===== src/rtl/seq_shift_multiplier.sv =====
// seq_shift_multiplier: iterative shift-add WIDTH x WIDTH multiplier.
// One partial-product bit is retired per clock. Operand and result sides
// use valid/ready handshakes. Signed operands are multiplied as magnitudes
// and the sign is applied to the finished product.
// Optional build macro SEQ_MUL_EARLY_TERM_EN: finish as soon as the
// remaining multiplier bits are all zero. Without it, BUSY always lasts
// WIDTH cycles.
module seq_shift_multiplier #(
    parameter int WIDTH = 32,
    parameter int CNT_W = $clog2(WIDTH) + 1
) (
    input  logic                 clk,
    input  logic                 rst,
    input  logic                 in_valid,
    output logic                 in_ready,
    input  logic [WIDTH-1:0]     a,
    input  logic [WIDTH-1:0]     b,
    input  logic                 signed_mode,
    output logic                 out_valid,
    input  logic                 out_ready,
    output logic [2*WIDTH-1:0]   product
);

    typedef enum logic [1:0] {IDLE, BUSY, DONE} state_t;

    localparam logic [CNT_W-1:0] LAST_CNT = CNT_W'(WIDTH - 1);

    state_t               state_q, state_d;
    logic [CNT_W-1:0]     count_q, count_d;
    logic [2*WIDTH-1:0]   mcand_q, mcand_d;
    logic [WIDTH-1:0]     mplier_q, mplier_d;
    logic [2*WIDTH-1:0]   acc_q, acc_d;
    logic                 neg_q, neg_d;
    logic [2*WIDTH-1:0]   product_q, product_d;

    logic [2*WIDTH-1:0]   acc_sum;
    logic [WIDTH-1:0]     mplier_shift;
    logic                 last_iter;

    // |v| for two's-complement input; the most negative value maps onto
    // itself, which is the correct unsigned magnitude 2^(WIDTH-1).
    function automatic logic [WIDTH-1:0] magnitude(input logic [WIDTH-1:0] v,
                                                   input logic is_signed);
        if (is_signed && v[WIDTH-1])
            return ~v + WIDTH'(1);
        return v;
    endfunction

    // Restore the product sign; magnitudes never overflow 2*WIDTH bits.
    function automatic logic [2*WIDTH-1:0] apply_sign(input logic [2*WIDTH-1:0] v,
                                                      input logic negate);
        if (negate)
            return ~v + (2*WIDTH)'(1);
        return v;
    endfunction

    assign acc_sum      = mplier_q[0] ? (acc_q + mcand_q) : acc_q;
    assign mplier_shift = mplier_q >> 1;

`ifdef SEQ_MUL_EARLY_TERM_EN
    assign last_iter = (count_q == LAST_CNT) || (mplier_shift == '0);
`else
    assign last_iter = (count_q == LAST_CNT);
`endif

    // State register: reset aborts any operation in flight.
    always_ff @(posedge clk or posedge rst) begin
        if (rst)
            state_q <= IDLE;
        else
            state_q <= state_d;
    end

    // Next-state logic: accept in IDLE, iterate in BUSY, hold DONE until taken.
    always_comb begin
        state_d = state_q;
        case (state_q)
            IDLE:    if (in_valid)  state_d = BUSY;
            BUSY:    if (last_iter) state_d = DONE;
            DONE:    if (out_ready) state_d = IDLE;
            default:                state_d = IDLE;
        endcase
    end

    // Handshake outputs decoded purely from state.
    always_comb begin
        in_ready  = (state_q == IDLE);
        out_valid = (state_q == DONE);
    end

    // Datapath next-state: operand capture, shift-add step, final sign fix.
    always_comb begin
        count_d   = count_q;
        mcand_d   = mcand_q;
        mplier_d  = mplier_q;
        acc_d     = acc_q;
        neg_d     = neg_q;
        product_d = product_q;
        case (state_q)
            IDLE: begin
                if (in_valid) begin
                    mcand_d  = {{WIDTH{1'b0}}, magnitude(a, signed_mode)};
                    mplier_d = magnitude(b, signed_mode);
                    acc_d    = '0;
                    count_d  = '0;
                    neg_d    = signed_mode & (a[WIDTH-1] ^ b[WIDTH-1]);
                end
            end
            BUSY: begin
                acc_d    = acc_sum;
                mcand_d  = mcand_q << 1;
                mplier_d = mplier_shift;
                count_d  = count_q + CNT_W'(1);
                if (last_iter)
                    product_d = apply_sign(acc_sum, neg_q);
            end
            default: ;
        endcase
    end

    // Datapath registers; product holds its value after the result is taken.
    always_ff @(posedge clk or posedge rst) begin
        if (rst) begin
            count_q   <= '0;
            mcand_q   <= '0;
            mplier_q  <= '0;
            acc_q     <= '0;
            neg_q     <= 1'b0;
            product_q <= '0;
        end else begin
            count_q   <= count_d;
            mcand_q   <= mcand_d;
            mplier_q  <= mplier_d;
            acc_q     <= acc_d;
            neg_q     <= neg_d;
            product_q <= product_d;
        end
    end

    assign product = product_q;

endmodule


===== config.mk =====
export PLATFORM = sky130hd
export DESIGN_NAME = seq_shift_multiplier
export DESIGN_NICKNAME = d
export VERILOG_FILES = /design/src/rtl/seq_shift_multiplier.sv
export SDC_FILE = /design/constraint.sdc
export NUM_CORES = 1
export LEC_CHECK = 0
export CAP_MARGIN = 20
export CELL_PAD_IN_SITES_DETAIL_PLACEMENT = 2
export CELL_PAD_IN_SITES_GLOBAL_PLACEMENT = 2
export CORE_MARGIN = 2
export CORE_UTILIZATION = 35
export DETAILED_ROUTE_END_ITERATION = 12
export DONT_BUFFER_PORTS = 1
export GPL_TIMING_DRIVEN = 1
export PLACE_DENSITY = 0.84
export SYNTH_ARGS = -nofsm -noshare
export SYNTH_HDL_FRONTEND = slang
export SYNTH_SLANG_ARGS = --single-unit

===== constraint.sdc =====
create_clock -name clk -period 10.1 [get_ports clk]
set_input_delay 2.02 -clock clk [delete_from_list [all_inputs] [get_ports clk]]
set_output_delay 2.02 -clock clk [all_outputs]
set_load 0.005 [all_outputs]

==> impl_metrics.json <==
{
  "synth_most_common_cell": "o21ai_0",
  "crit_buf_inv": 1,
  "grt_pass1_wl_mm": 119.4,
  "yosys-top-cells-count": "315 x o21ai_0, 298 x nand2_1, 233 x dfrtp_1",
  "gr-total-overflow": 0,
  "crit_required_ns": 10.56,
  "first_iter_violations": 1044,
  "fillers": 5725,
  "yosys.area.top_type_share": 0.3295,
  "post_cts_resized": 0,
  "cts_buffers": 29,
  "drive_gt1_frac": 0.05101,
  "hold_viol": 0,
  "hold_buffers": 0,
  "relSlewSlack": 0.1563,
  "htreeDepth": 1,
  "grt_pass1_vias": 19797,
  "crit_chain": "ha_1, inv_1, fa_1, nand2b_1, a21oi_1, o21ai_0, a2111oi_1, o31ai_1, a31oi_1, nand2_1, nor4b_2, nand4_1, o31ai_1, xnor2_1, o21ai_0",
  "worst_ir_drop_vdd_mv": 0.1957,
  "avgSynthCellArea_um2": 7.975,
  "path_max_fanout": 6,
  "gp_congestion": 0.9525,
  "cap_violations": 0,
  "slowest_delay_ns": 1.07,
  "cpMaxStageDelayCell": "a2111oi_1",
  "p_leak_uw": 0.007519,
  "postPlaceCellArea_um2": 18130,
  "fin_nets": 2256,
  "dpl.hpwl_mm": 55.50,
  "syn_area_um2": 17700,
  "wl_per_cell_um": 27.34,
  "synth_cells": 2219,
  "cts_setup_buffers": 0,
  "reg2reg_setup_slack_ns": 4.18,
  "cts.clk_slew.worst_paths_ns": 0.07,
  "ys.flop_type": "dfrtp_1",
  "synth_area_leaders": "dfrtp_1 33%, o21ai_0 8.9%, nand2_1 6.3%",
  "synth_nets": 2356,
  "vias": 17871,
  "startpoint_type": "flop",
  "finalInstanceArea_um2": 19140,
  "yosysUniqueCellTypes": 89,
  "setup_viol": 0,
  "via_per_inst": 6.362,
  "root_buffer": "clkbuf_16",
  "die_h_um": 228.9,
  "power.density_nw_per_um2": 413.3,
  "hp-class": "reg -> reg",
  "core_um2": 50070,
  "detail_route.wirelength_mm": 76.80,
  "end_kind": "flop",
  "cp_data_arrival_time_ns": 6.37,
  "portBuffers": 0,
  "die-area_um2": 52370,
  "grt_max_degree": 127,
  "total_power_uw": 7912,
  "ys_async_sr_fraction": 1.000,
  "synth_edf_count": 0,
  "initial_core_util": 0.3534,
  "min_period_ns": 5.917,
  "drc": 0,
  "yosys.area.top_type": "dfrtp_1",
  "postRouteAntennaNets": 0,
  "dr.pass1.iters": 5,
  "rows": 82,
  "cts_tree": "yes",
  "io_pins": 135,
  "yosys_warnings": 0,
  "grt_usage": 0.2881,
  "diodes": 0,
  "status": "completed",
  "die_w_um": 228.9,
  "rsz0062_at_grt": "no",
  "tightest_slew_ns": 1.256,
  "finalSetupTns_ns": 0,
  "slew_violations": 0,
  "fin_util": 0.3823,
  "finalCritPeriodShare": 0.5858,
  "cts_buffer_depth": 3,
  "fin_skew_ns": 0.01506,
  "area_growth_pct": 8.181,
  "cts.sinks": 233,
  "fmax_mhz": 169.0,
  "antenna_found_initial": 1,
  "seq_area_frac_synth": 0.3295,
  "ys_seq_elements": 233,
  "clk_latency_ns": 0.60,
  "path_delay_family": "compound AO/OA/AOI/OAI gates",
  "critPathKind": "reg -> reg"
}
==> path summary, 6_finish.rpt <==
path                                               start                       end  cells after the start
worst max-delay path                acc_q[0]$_DFFE_PP0P_   product[48]$_DFFE_PP0P_                     15
worst min-delay path            mplier_q[24]$_DFFE_PP0P_  mplier_q[24]$_DFFE_PP0P_                      2
worst max register to register      acc_q[0]$_DFFE_PP0P_   product[48]$_DFFE_PP0P_                     15
worst min register to register  mplier_q[24]$_DFFE_PP0P_  mplier_q[24]$_DFFE_PP0P_                      2
max in group asynchronous                            rst         neg_q$_DFFE_PP0P_                      2
min in group asynchronous                            rst   product[58]$_DFFE_PP0P_                      1
==> report_power, final <==
| part | switching (uW) | total [uW] | internal, uW |
|---|---|---|---|
| registers | 413 | 1740 | 1330 |
| logic | 3480 | 5090 | 1600 |
| clock network | 450 | 1080 | 635 |
==> metal layers <==
layer,GRT usage,part of all wire
met4,0.1193,0.045
met5,0,0
met1,0.3589,0.42
met3,0.03618,0.044
met2,0.5031,0.49
==> sequential cells by signal, summed over array words and instances (netlist names) <==
signal,flops
product,64
mplier_q,32
mcand_q,64
acc_q,64
state_q,2
count_q,6
neg_q,1
==> area by class of cell <==
cell class / instances / area (um^2) / area share
repair buffers: 21 / 197.7 / 0.01033
well taps: 672 / 840.8 / 0.04392
clock inverters: 6 / 98.84 / 0.005163
multi-input cells: 1789 / 11140 / 0.5817
clock buffers: 43 / 858.3 / 0.04484
inverters: 45 / 176.4 / 0.009216
flip-flops and latches: 233 / 5836 / 0.3048
==> kinds of logic (layout without fill, tap and decap cells) <==
logic type,after synthesis,in the layout,share of synthesized area
adders and majority gates,68,68,0.04850
muxes,34,34,0.01987
xor gates and xnor gates,135,135,0.06682
and+or+nand+nor,768,768,0.2091
buffers and inverters,197,115,0.04320
DFF,233,233,0.3295
AOI/OAI and AO/OA,784,784,0.2830
==> worst reg2reg max path, delay by kind of cell, from the launching register on <==
family / cells / cell delay [ns]
xor+xnor: 1 / 0.19
compound gates: 7 / 3.20
flops: 1 / 0.38
fa+ha+maj: 2 / 0.61
simple gates: 4 / 1.33
buf+inv: 1 / 0.06
==> through the flow <==
stage / instances / setup slack (ns) / hold WS [ns]
after floorplan: 2219 / 1.690 / 0.4484
after CTS: 2807 / 4.298 / 0.5180
after detailed placement: 2758 / 4.473 / 0.5001
final: 2809 / 4.183 / 0.5135
after global routing: 2809 / 3.924 / 0.5430
after global placement: 2758 / 4.599 / 0.4716
==> layout by cell type (no fill, tap or decap), drive strengths merged, types with 47 or more instances in the layout <==
cell / synthesis / layout
o21ai: 324 / 324
nand2: 299 / 299
dfrtp: 233 / 233
nor2: 123 / 123
a21oi: 121 / 121
nand3: 83 / 83
xnor2: 74 / 74
ha: 67 / 67
xor2: 61 / 61
a22oi: 59 / 59
nor3: 50 / 50
nand4: 47 / 47
inv: 45 / 47
No activity file was read; power rests on OpenSTA's default activity.
